[src/rtl/fifo_pkg.sv]
// Shared definitions for the single-clock FIFO: default geometry, read-mode
// selectors and the occupancy-width helper.
package fifo_pkg;

    localparam int DEFAULT_DEPTH = 16;
    localparam int DEFAULT_WIDTH = 8;

    localparam int MODE_STD  = 0;
    localparam int MODE_FWFT = 1;

    // Occupancy spans 0..DEPTH inclusive, so it needs one bit beyond the address.
    function automatic int countWidth(input int ptrAddr);
        return ptrAddr + 1;
    endfunction

endpackage

[src/rtl/fifo_mem.sv]
// Register-array storage for the FIFO: one synchronous write port and one
// combinational read port. Contents are deliberately never cleared.
module fifo_mem #(
    parameter int DEPTH    = 16,
    parameter int WIDTH    = 8,
    parameter int PTR_ADDR = $clog2(DEPTH)
) (
    input  logic                clk_i,
    input  logic                we_i,
    input  logic [PTR_ADDR-1:0] waddr_i,
    input  logic [WIDTH-1:0]    wdata_i,
    input  logic [PTR_ADDR-1:0] raddr_i,
    output logic [WIDTH-1:0]    rdata_o
);

    logic [WIDTH-1:0] mem_q [DEPTH];

    always_ff @(posedge clk_i) begin
        if (we_i) begin
            mem_q[waddr_i] <= wdata_i;
        end
    end

    assign rdata_o = mem_q[raddr_i];

endmodule

[src/rtl/sync_fifo_param.sv]
// Single-clock FIFO with occupancy count, programmable almost-full/almost-empty
// thresholds, sticky-free error pulses and a selectable first-word-fall-through read.
module sync_fifo_param
    import fifo_pkg::*;
#(
    parameter int DEPTH     = DEFAULT_DEPTH,
    parameter int WIDTH     = DEFAULT_WIDTH,
    parameter int PTR_ADDR  = $clog2(DEPTH),
    parameter int AF_THRESH = DEPTH - 2,
    parameter int AE_THRESH = 2,
    parameter int FWFT      = MODE_STD
) (
    input  logic                                clk_i,
    input  logic                                clr_i,
    input  logic                                wr_en_i,
    input  logic [WIDTH-1:0]                    wdata_i,
    input  logic                                rd_en_i,
    output logic [WIDTH-1:0]                    rdata_o,
    output logic                                full_o,
    output logic                                empty_o,
    output logic                                almost_full_o,
    output logic                                almost_empty_o,
    output logic [countWidth(PTR_ADDR)-1:0]     count_o,
    output logic                                wr_error_o,
    output logic                                rd_error_o
);

    localparam int CNT_W = countWidth(PTR_ADDR);

    localparam logic [CNT_W-1:0] DEPTH_C = CNT_W'(DEPTH);
    localparam logic [CNT_W-1:0] AF_C    = CNT_W'(AF_THRESH);
    localparam logic [CNT_W-1:0] AE_C    = CNT_W'(AE_THRESH);

    logic [PTR_ADDR:0] wrPtr_q, wrPtr_d;
    logic [PTR_ADDR:0] rdPtr_q, rdPtr_d;
    logic [CNT_W-1:0]  count_q, count_d;
    logic              wrError_q, wrError_d;
    logic              rdError_q, rdError_d;

    logic              wrAccept;
    logic              rdAccept;
    logic [WIDTH-1:0]  memRdata;

    // Flags come straight from the registered count so they never lag it.
    assign full_o         = (count_q == DEPTH_C);
    assign empty_o        = (count_q == '0);
    assign almost_full_o  = (count_q >= AF_C);
    assign almost_empty_o = (count_q <= AE_C);
    assign count_o        = count_q;
    assign wr_error_o     = wrError_q;
    assign rd_error_o     = rdError_q;

    assign wrAccept = wr_en_i && !full_o;
    assign rdAccept = rd_en_i && !empty_o;

    always_comb begin
        wrPtr_d   = wrPtr_q;
        rdPtr_d   = rdPtr_q;
        count_d   = count_q;
        wrError_d = wr_en_i && full_o;
        rdError_d = rd_en_i && empty_o;

        if (wrAccept) begin
            wrPtr_d = wrPtr_q + 1'b1;
        end
        if (rdAccept) begin
            rdPtr_d = rdPtr_q + 1'b1;
        end

        unique case ({wrAccept, rdAccept})
            2'b10:   count_d = count_q + 1'b1;
            2'b01:   count_d = count_q - 1'b1;
            default: count_d = count_q;
        endcase
    end

    always_ff @(posedge clk_i) begin
        if (clr_i) begin
            wrPtr_q   <= '0;
            rdPtr_q   <= '0;
            count_q   <= '0;
            wrError_q <= 1'b0;
            rdError_q <= 1'b0;
        end else begin
            wrPtr_q   <= wrPtr_d;
            rdPtr_q   <= rdPtr_d;
            count_q   <= count_d;
            wrError_q <= wrError_d;
            rdError_q <= rdError_d;
        end
    end

    // The wrap bits make the pointer difference equal the occupancy modulo 2*DEPTH.
    always @(posedge clk_i) begin
        if (!clr_i) begin
            assert (CNT_W'(wrPtr_q - rdPtr_q) == count_q);
        end
    end

    fifo_mem #(
        .DEPTH   (DEPTH),
        .WIDTH   (WIDTH),
        .PTR_ADDR(PTR_ADDR)
    ) u_mem (
        .clk_i  (clk_i),
        .we_i   (wrAccept && !clr_i),
        .waddr_i(wrPtr_q[PTR_ADDR-1:0]),
        .wdata_i(wdata_i),
        .raddr_i(rdPtr_q[PTR_ADDR-1:0]),
        .rdata_o(memRdata)
    );

    if (FWFT == MODE_FWFT) begin : g_fwft
        assign rdata_o = empty_o ? '0 : memRdata;
    end else begin : g_std
        logic [WIDTH-1:0] rdData_q, rdData_d;

        always_comb begin
            rdData_d = rdData_q;
            if (rdAccept) begin
                rdData_d = memRdata;
            end
        end

        always_ff @(posedge clk_i) begin
            if (clr_i) begin
                rdData_q <= '0;
            end else begin
                rdData_q <= rdData_d;
            end
        end

        assign rdata_o = rdData_q;
    end

endmodule

[config.mk]
export PLATFORM = sky130hd
export DESIGN_NAME = sync_fifo_param
export DESIGN_NICKNAME = d
export VERILOG_FILES = /design/src/rtl/fifo_pkg.sv /design/src/rtl/fifo_mem.sv /design/src/rtl/sync_fifo_param.sv
export SDC_FILE = /design/constraint.sdc
export NUM_CORES = 1
export LEC_CHECK = 0
export CAP_MARGIN = 30
export CORE_ASPECT_RATIO = 2
export CORE_MARGIN = 2
export CORE_UTILIZATION = 51
export DETAILED_ROUTE_END_ITERATION = 10
export PLACE_DENSITY_LB_ADDON = 0.25
export SETUP_SLACK_MARGIN = 0.2
export SLEW_MARGIN = 10
export SYNTH_ARGS = -nofsm -noshare
export SYNTH_HDL_FRONTEND = slang
export SYNTH_SLANG_ARGS = --single-unit
export TNS_END_PERCENT = 30
[constraint.sdc]
create_clock -name clk_i -period 7.9 [get_ports clk_i]
set_input_delay 1.185 -clock clk_i [delete_from_list [all_inputs] [get_ports clk_i]]
set_output_delay 1.185 -clock clk_i [all_outputs]
set_load 0.005 [all_outputs]
# [Yosys cells after proc, flatten, opt, wreduce, memory -nomap -nowiden]
# Memories as Yosys holds them, arrays and structs flattened. A register that Yosys moved wholly into a read port is not among the register bits.
# Cells that the tools add are included.
[classes] n_addsub=4 order_cmp=2 n_mux=3 eq_ne=3 n_reduce_logical=10
[ops] cell="5-bit by 1-bit adder with 5-bit output (second input constant)" count=3
[ops] cell="5-bit case mux with 2 select lines" count=1
[ops] cell="5-bit equality test (second input constant)" count=1
[ops] cell="5-bit by 4-bit greater-or-equal comparator with 1-bit output (second input constant)" count=1
[ops] cell="5-bit by 2-bit less-or-equal comparator with 1-bit output (second input constant)" count=1
[ops] cell="1-bit logical AND" count=5
[ops] cell="5-bit zero test" count=1
[ops] cell="5-bit by 1-bit subtractor with 5-bit output (second input constant)" count=1
[ops] cell="1-bit zero test" count=3
[ops] cell="2-bit by 1-bit equality test with 1-bit output (second input constant)" count=1
[ops] cell="2-bit equality test (second input constant)" count=1
[ops] cell="1-bit two-way mux" count=2
[ops] cell="2-bit nonzero test" count=1
[totals] out_inout_bits=19 mem_count=1 ramBits=128 input_bits=12 regBits=17 word_cells=28
[memory_table] name="u_mem.mem_q" depth=16 width=8 read_ports=1 rd_clocked_by_memory_dff=1 wr=1 line="fifo_mem.sv:16" rtl="logic [WIDTH-1:0] mem_q [DEPTH];"

# [Longest topological paths before layout]
# Gate-level depths: netlist of run 1.
[logic_depth] depth_word=6 mapped_depth=11 depth_no_buf=8

# [Cells and area by module]
# From an unflattened synthesis of run 1, not the netlist that was laid out.
[hier_totals] hier_cells=344 hier_area_um2=6159.7
[by_module_without_submodules] mod="fifo_mem" area_each_um2=4987.3 seq_area_each_um2=3843.7 cells_each=221 instances=1
[by_module_without_submodules] mod="sync_fifo_param" area_each_um2=1172.4 seq_area_each_um2=460.4 cells_each=123 instances=1

# [Worst setup path after synthesis of run 1]
# Ideal clock, no wire load.
[synth_path] path_type="in2reg" startpoint="in rd_en_i" endpoint="reg count_q[4], in the netlist count_o[4]" path_stages=9 required_time_ns=7.779 arrival_time_ns=3.052 setup_slack_ns=4.728 path_cell_list="o21a_1 -> buf_6 -> buf_6 -> ha_1 -> fa_1 -> a21o_1 -> a21oi_1 -> mux2i_1 -> mux2_2"
[synth_via] elab_chain_len=3 word_cells_on_any_way=5
[synth_lines] item="start, declared" line="sync_fifo_param.sv:17" rtl="input logic rd_en_i,"
[synth_lines] item="1-bit logical AND (*)" line="sync_fifo_param.sv:54" rtl="assign rdAccept = rd_en_i && !empty_o;"
[synth_lines] item="named net rdAccept" line="sync_fifo_param.sv:41" rtl="logic rdAccept;"
[synth_lines] item="2-bit by 1-bit equality test with 1-bit output or 2-bit equality test (tied branches)" line="sync_fifo_param.sv:70" rtl="unique case ({wrAccept, rdAccept})"
[synth_lines] item="5-bit case mux with 2 select lines or 2-bit nonzero test (tied branches)"
[synth_lines] item="end signal, assigned" line="sync_fifo_param.sv:87" rtl="count_q <= count_d;"
[synth_lines] item="end, declared" line="sync_fifo_param.sv:36" rtl="logic [CNT_W-1:0] count_q, count_d;"
# Mark *: on every way through the listed nets, which the timed path passes. The rest lies on a longest branch.
# A chain may end at the register's enable or synchronous reset.

# [Worst setup path after layout of run 1]
[layout_path] startpoint="in rd_en_i" endpoint="reg count_q[4], in the netlist count_o[4]"
[layout_via] elab_chain_len=3 word_cells_on_any_way=5
[layout_lines] item="1-bit logical AND (*)" line="sync_fifo_param.sv:54"
[layout_lines] item="2-bit by 1-bit equality test with 1-bit output or 2-bit equality test (tied branches)" line="sync_fifo_param.sv:70"
[layout_lines] item="5-bit case mux with 2 select lines or 2-bit nonzero test (tied branches)"
# Every way passes the cells marked *; elsewhere a longest branch is shown, timed or not.

==> results of run 1 <==
## final cells by class
| class | instances | area, sq um | area share (%) |
|---|---|---|---|
| clock buffers | 17 | 425 | 6.00 |
| clock inverters | 15 | 151 | 2.14 |
| inverters | 3 | 11.3 | 0.159 |
| multi-input cells | 192 | 1660 | 23.5 |
| flip-flops and latches | 151 | 4310 | 60.7 |
| well taps | 145 | 181 | 2.56 |
| repair buffers | 38 | 350 | 4.94 |
## synthesized netlist by cell type (4+ instances only)
cell type / instances
xor2_1: 5
edfxtp_1: 128
buf_2: 7
dfxtp_1: 23
mux2i_1: 36
nor2_1: 44
nand2_1: 5
ha_1: 9
mux4_2: 16
a311oi_2: 8
o22ai_1: 16
clkbuf_1: 10
xnor2_1: 4
nor3_1: 5
nor2b_1: 5
a22oi_1: 8
## tightest hold or removal path, cell delays in order (launching register included)
cell and delay (ns):
dfxtp_1 0.31, nor2_1 0.12, a311oi_2 0.06
## metrics by stage
stage	hold WS (ns)	area [sq um]
floorplan	0.527	6090
global placement	0.531	6490
detailed placement	0.528	6510
CTS	0.536	7080
global route	0.558	7090
finish	0.534	7090
## path summary, 6_finish.rpt
| check | startpoint | end | cells past startpoint | slack [ns] |
|---|---|---|---|---|
| hold reg to reg | rdata_o[0] | rdata_o[0] | 2 | 0.53 |
| hold / removal | rdata_o[0] | rdata_o[0] | 2 | 0.53 |
| setup reg to reg | count_o[0] | count_o[4] | 9 | 4.73 |
| setup / recovery | rd_en_i | count_o[4] | 9 | 4.55 |
## routing by layer
layer	up-vias	share of wire, %
li1	1503	-
met5	-	0
met1	1595	36
met4	0	4.8
met3	25	3.0
met2	99	56
## logic make-up after synthesis
logic type	after synthesis
AOI/OAI and AO/OA	47
muxes	53
xor gates and xnor gates	9
adders and majority gates	10
buffers and inverters	26
and+or+nand+nor	73
DFF	151
## registers in the layout (all words and copies together) (netlist names)
signal	count
count_o	5
rdata_o	8
rd_error_o	1
u_mem.mem_q	128
wrPtr_q	4
wr_error_o	1
rdPtr_q	4
## power by group
group	total, mW	switching (mW)	internal, mW
clock	0.781	0.315	0.465
combinational	0.484	0.246	0.237
sequential	0.955	0.0433	0.912
total	2.22	0.605	1.61
## cells in the final DEF (no fill, tap or decap), types with 4 or more instances in the layout
cell | netlist | routed
edfxtp_1 | 128 | 128
nor2_1 | 44 | 44
mux2i_1 | 36 | 36
clkdlybuf4s50_1 | 0 | 30
dfxtp_1 | 23 | 22
clkbuf_16 | 0 | 17
mux4_2 | 16 | 16
o22ai_1 | 16 | 16
ha_1 | 9 | 9
a22oi_1 | 8 | 8
a311oi_2 | 8 | 8
nor3_1 | 5 | 5
nor2b_1 | 5 | 5
nand2_1 | 5 | 5
xor2_1 | 5 | 5
xnor2_1 | 4 | 4
clkinv_4 | 0 | 4
buf_2 | 7 | 4
buf_4 | 1 | 4
==> metrics list, run 1 <==
- After technology mapping, the gate count stands at 369.
- Based on the critical path, the design can be clocked at up to about 0.3 GHz.
* Filler-free cell count of the finished design: around 560
* Largest area contributor in the synthesized netlist: edfxtp_1
* Clock Skews: just under 0.008 ns
* Max-slew headroom at the worst pin: 42.1%
- Share of the clock period used by the worst path: between 40% and 50%
* Number of standard-cell rows in the floorplan: 56
- The worst setup path is launched from a primary input.
- Number of antenna violations at the first check in global routing: 0
* Final Util: about three fifths
- Met2 track utilization from global routing: a little under 40%
- After clock tree synthesis, the clock-pin slew on the worst setup and hold paths is around 0.060 ns.
* Path type of the worst min-delay path: reg -> reg
- Dominant register cell in the synthesized netlist: edfxtp_1
- Using the TritonRoute via totals, the vias-per-cell ratio works out to approximately 5.7.
* Vias in the first global route: between 3000 and 4000
* Final net count: 425
- The analysis attributes to cell leakage a power of between 2 and 2.5 nW.
- Wire length of the first global-routing pass: 18700 um
* Main combinational cell family by area after synthesis: multiplexers
- The floorplan step defined a die boundary enclosing roughly 0.013 sq mm.
- Met1 track utilization from global routing: 21.0%
- Summed over its instances, the top area cell type makes up between 60% and 70% of the synthesized netlist area.
* Endpoint required time on the critical path: between 8 and 9 ns
- DRC: 0
- DP Wirelength: 8650 um
- Combined buffer and inverter count along the critical path: 2
- Pin count of the biggest net entering global routing: 50
- Summing the areas of all xor and xnor instances in the mapped netlist gives under 10% of the synthesized area.
- Maximum Capacitance Violations: 0
- Worst Tran Pin Value: 0.865 ns
- The worst setup path is of the in -> reg kind.
* Final-report setup violation count: 0
- In this run, the number of DRC markers left after iteration 0 of detailed routing was about 210.
- At the later pin of the worst-skew pair, clock insertion delay measures slightly above 0.4 ns.
- Hold-fix buffers, CTS: 0
* Area grow syn2layout: 16.3%
- EDFF count, synth: approximately 130
- Number of fill cells: 846
- The final max-slew violation count came to 0.
- Worst supply voltage drop on vdd: ~190 uV
- The die is about 160 um tall.
* Proportion of synthesized chip area in sequential cells: 70.6%
* Detailed Routing Iterations Pass 1: 4
- For this block, the routed nets add up to 12500 um of wire.
* Synth Area per Inst: ~17 sq um
- Among the stages of the critical path, the cell type that occurs most often is ha_1.
- Summed over all failing endpoints, the final setup total negative slack is 0 ns.
* Synth area leaders: edfxtp_1, dfxtp_1, mux2i_1
- Resized Gates After CTS: 0
- Most Used Layer, Global Route: met2
- Adder and majority gate portion of the synthesized area: between 2 and 2.5%
- Global routing consumed, over all layers together, around a fifth of the routing resources.
- Number of buffers inserted during clock tree synthesis: 17
- # diodes: 0
* H-tree level count: 4
- The slowest stage of the critical path belongs to the cell clkdlybuf4s50_1.
- The design draws between 2 and 2.5 mW.
- Post-Syn Area: a little over 0.006 sq mm
- For this run the aggregate overflow at the end of global routing stands at 0.
- Area fraction in compound gates after synthesis: between 6 and 7%
- Number of library cell types mapped by synthesis: 39
- Once detail routing completed, the nets flagged for antenna violations numbered 0.
* Number of nets produced by synthesis: 391
- The Yosys step of the flow raised 0 warnings.
- Endpoint class of the critical path: flop
* Die W: 81.3 um
* Run status: completed
- Share of synthesized registers carrying an async set or reset: 0%
- The portion of synthesized area spent on multiplexers is 12.0%.
- Average wire per standard cell: 22.3 um
- Shortest period the worst path allows: roughly 3.4 ns
* Crit path setup slack, layout: ~4.5 ns
* CP top delay family: buffers and inverters
- The critical path goes through clkdlybuf4s50_1 > o21a_1 > buf_4 > ha_1 > ha_1 > a21o_1 > a21oi_1 > mux2i_1 > mux2_2.
* Placer Congestion: 0.861
* Final hold violation count: 0
- Routed vias: between 3000 and 4000
- At the placement stage, the worst setup path has a slack of between 4 and 5 ns.
- Setup repair after global routing missed its margin: no
- Initial core utilization: a little over half
* DP Cell Count: ~530
- For this design the top-level I/O count stands at 31.
- Arrival time reported for the critical path endpoint: between 3 and 4 ns
- TritonCTS built the clock tree.
- The tree built by TritonCTS fans out to around 150 sinks.
- Maximum single-stage delay on the critical path: 0.52 ns
- Post CTS Setup Buffer Count: 0
- The post-route netlist has 16.1% of its cells at a drive strength greater than 1.
- Synthesis-stage register bit count: around 150
- Port bufs: 30
- Clock root buffer master: clkbuf_16
- Global routing used under 10% of the available met3 tracks.
- Critical Path Fanout Max: 19
- Post-Synth Simple-Gate Area: approximately 5.5%
- The core region is 0.0117 sq mm.
* P per Cell Area: 313 mW/mm^2
- Clk buf depth: 2
Note: power is estimated with default switching activity, not from simulation.
==> run 2, diff against run 1 <==
==> constraint.sdc (replaced) <==
create_clock -name clk_i -period 3.2 [get_ports clk_i]
set_input_delay 0.48 -clock clk_i [delete_from_list [all_inputs] [get_ports clk_i]]
set_output_delay 0.48 -clock clk_i [all_outputs]
set_load 0.005 [all_outputs]
==> run 2 against run 1 <==
- largest cell class unchanged
- via count rose by 3.0%
- design area rose by 3.0%
- worst setup slack got worse by 4.2 ns
- first-iteration DRC count fell by 35%
- critical path type is now reg -> reg
- critical path depth fell by 1
- die area did not move
- combinational power rose to 2.6 times the previous value
- highest routed layer unchanged
- sequential power rose by 150%
==> metrics list, run 2 (same netlist as run 1, synthesis figures left out) <==
- After layout, the worst path uses 88.2% of the clock period.
- The final route contains 3318 vias.
- The clock arrives with slightly above 0.008 ns of skew.
- The kind of cell with the highest combined delay along the critical path is compound AO/OA/AOI/OAI gates.
- The die covers roughly 0.013 sq mm.
- Run status: completed
- Clock tree synthesis inserted a total of 17 buffers.
- STA puts the critical path data required time at between 3 and 4 ns.
- After routing, the total negative slack on setup checks comes to 0 ns.
- Worst-case reg-to-reg path depth: 8
- Number of standard-cell rows in the floorplan: between 50 and 60
* Maximum Capacitance Violations: 0
- In this run, the number of DRC markers left after iteration 0 of detailed routing was 138.
- The final max-slew violation count came to 0.
- Total non-filler cell area in the finished layout: between 0.007 and 0.008 sq mm
- Worst Tran Pin Value: ~0.73 ns
- Worst supply voltage drop on vdd: around 480 uV
- Pin count of the biggest net entering global routing: 50
* Critical Path Fanout Max: 9
- H-tree level count: 4
* Worst-path clk slew: ~0.06 ns
- The floorplan step defined a core boundary enclosing approximately 0.012 sq mm.
- The critical path crosses 8 cells after its start point.
* # diodes: 0
* Die Height: approximately 160 um
- In the layout the commonest cells are edfxtp_1, nor2_1, mux2i_1.
* Register with the highest flop count: u_mem.mem_q
* Largest register FFs: 128
- Setup repair after global routing left no endpoint under its margin.
* P per Cell Area: approximately 800 mW/mm^2
- The number of hold buffers added after CTS was 0.
* DP Wirelength: a little under 9000 um
- The number of global-route vias before repair came to between 3000 and 4000.
- Path type of the worst min-delay path: reg -> reg
* Max-slew headroom at the worst pin: 51.4%
* Number of nets with antenna violations after detailed routing: 0
- Together, buffers and inverters on the worst path number 0.
- Subtracting the final worst setup slack from the clock period gives 2.82 ns.
* Internal: approximately 4.3 mW
* Combinational Power Share: about 22%
- All-Layer GR Usage: around 22%
- Most common cell after layout, fill and taps aside: edfxtp_1
* Critical path startpoint category: flop
* Most used cell, CP: ha_1
- The final count of hold timing violations was 0.
* Area grow syn2layout: 19.9%
- Wires add up to about 13000 um.
- Die W: 81.3 um
- At the end of the flow the core is filled with cells to ~62%.
- Traced cell by cell, the critical path runs through or3_4 > o21ai_2 > ha_1 > ha_1 > a21o_1 > a21oi_1 > mux2i_1 > mux2_2.
- Static timing analysis puts the maximum clock frequency at between 0.3 and 0.4 GHz.
* Power share of the clock group: a little under two fifths
- Number of vias per cell: around 5.8
- Initial core utilization: 52.1%
- Maximum single-stage delay on the critical path: 0.48 ns
* Portion of total power attributed to sequential cells: 40.3%
- Arrival time reported for the critical path endpoint: roughly 3.1 ns
* Cell area after placement: roughly 0.0066 sq mm
- In this run the static leakage power is 2.38 nW.
- Worst Hold Path Cells: 2
- I/O pin cnt: 31
* Congestion Overflow GR: 0
- Detailed Routing Iterations Pass 1: 4
* Port bufs: 30
- Fraction of final layout cells sized beyond drive strength 1: approximately a fifth
* DRC: 0
* Final-report setup violation count: 0
* Endpoint class of the critical path: flop
- Wire length of the first global-routing pass: around 19000 um
* Number of antenna violations at the first check in global routing: 0
- Switching Share: about a quarter
- Insertion delay to the later sink of the worst-skew pair: 0.41 ns
- Placer Congestion: approximately 0.8
- Clock tree synthesis selected as its root buffer the cell clkbuf_16.
- TritonCTS built the clock tree.
- Cell with the largest stage delay on the worst path: or3_4
* Clk buf depth: 2
* Final net count: ~440
* Switching pwr: around 1.5 mW
- By startpoint and endpoint, the worst setup path is classified as reg -> reg.
* Average wire per standard cell: roughly 22 um
- The clock drives 151 sinks.
## run 2: changes by cell type in the layout (fill, tap and decap cells not counted), sizes merged
cell / change
inv: -1
buf: +14
bufinv: +4
clkinv: -7
clkinvlp: +1
clkbuf: +3
## run 2: layout make-up
cell class	count	area, sq um
Sequential cell	151	4310
Clock buffer	20	437
Fill cell	848	4400
Timing Repair Buffer	52	478
Clock inverter	12	223
Tap cell	145	181
Multi-Input combinational cell	192	1670
Inverter	3	11.3
## run 2: layer usage
| metal | track usage, % | wire length (um) |
|---|---|---|
| met1 | 20.8 | 4360 |
| met5 | 0 | 0 |
| met4 | 8.72 | 470 |
| met3 | 4.65 | 451 |
| met2 | 42.5 | 7530 |
## run 2: worst min-delay path: cells and delay by family, from the launching register on
kind | cells | cell delay (ns)
flip-flops | 1 | 0.31
AND/OR/NAND/NOR | 1 | 0.12
AO/OA/AOI/OAI | 1 | 0.06
## run 2: through the flow
step	setup slack (ns)	hold WS, ns	power [mW]	std cells
CTS	0.291	0.539	5.85	575
global route	0.291	0.569	6.05	575
detailed placement	0.298	0.532	3.65	543
finish	0.377	0.535	5.81	575
floorplan	0.237	0.527	3.16	369
global placement	0.366	0.530	3.61	543
## run 2: power by group through the flow
| stage | sequential (mW) | clock, mW | combinational, mW |
|---|---|---|---|
| after floorplan | 2.38 | 0 | 0.780 |
| after global placement | 2.37 | 0 | 1.24 |
| after detailed placement | 2.38 | 0 | 1.27 |
| after CTS | 2.34 | 2.24 | 1.27 |
| after global routing | 2.36 | 2.32 | 1.37 |
| final | 2.34 | 2.21 | 1.26 |
## run 2: what timing repair did
| action | in CTS | in global routing |
|---|---|---|
| gates resized for setup | 0 | 1 |
| setup endpoints to repair | 0 | 1 |
| setup buffers | 0 | 0 |
## run 2: path summary, 6_finish.rpt
check	startpoint	slack (ns)	end
worst max-delay path	count_o[3]	0.38	count_o[4]
worst min-delay path	rdata_o[4]	0.54	rdata_o[4]
worst max register to register	count_o[3]	0.38	count_o[4]
worst min register to register	rdata_o[4]	0.54	rdata_o[4]
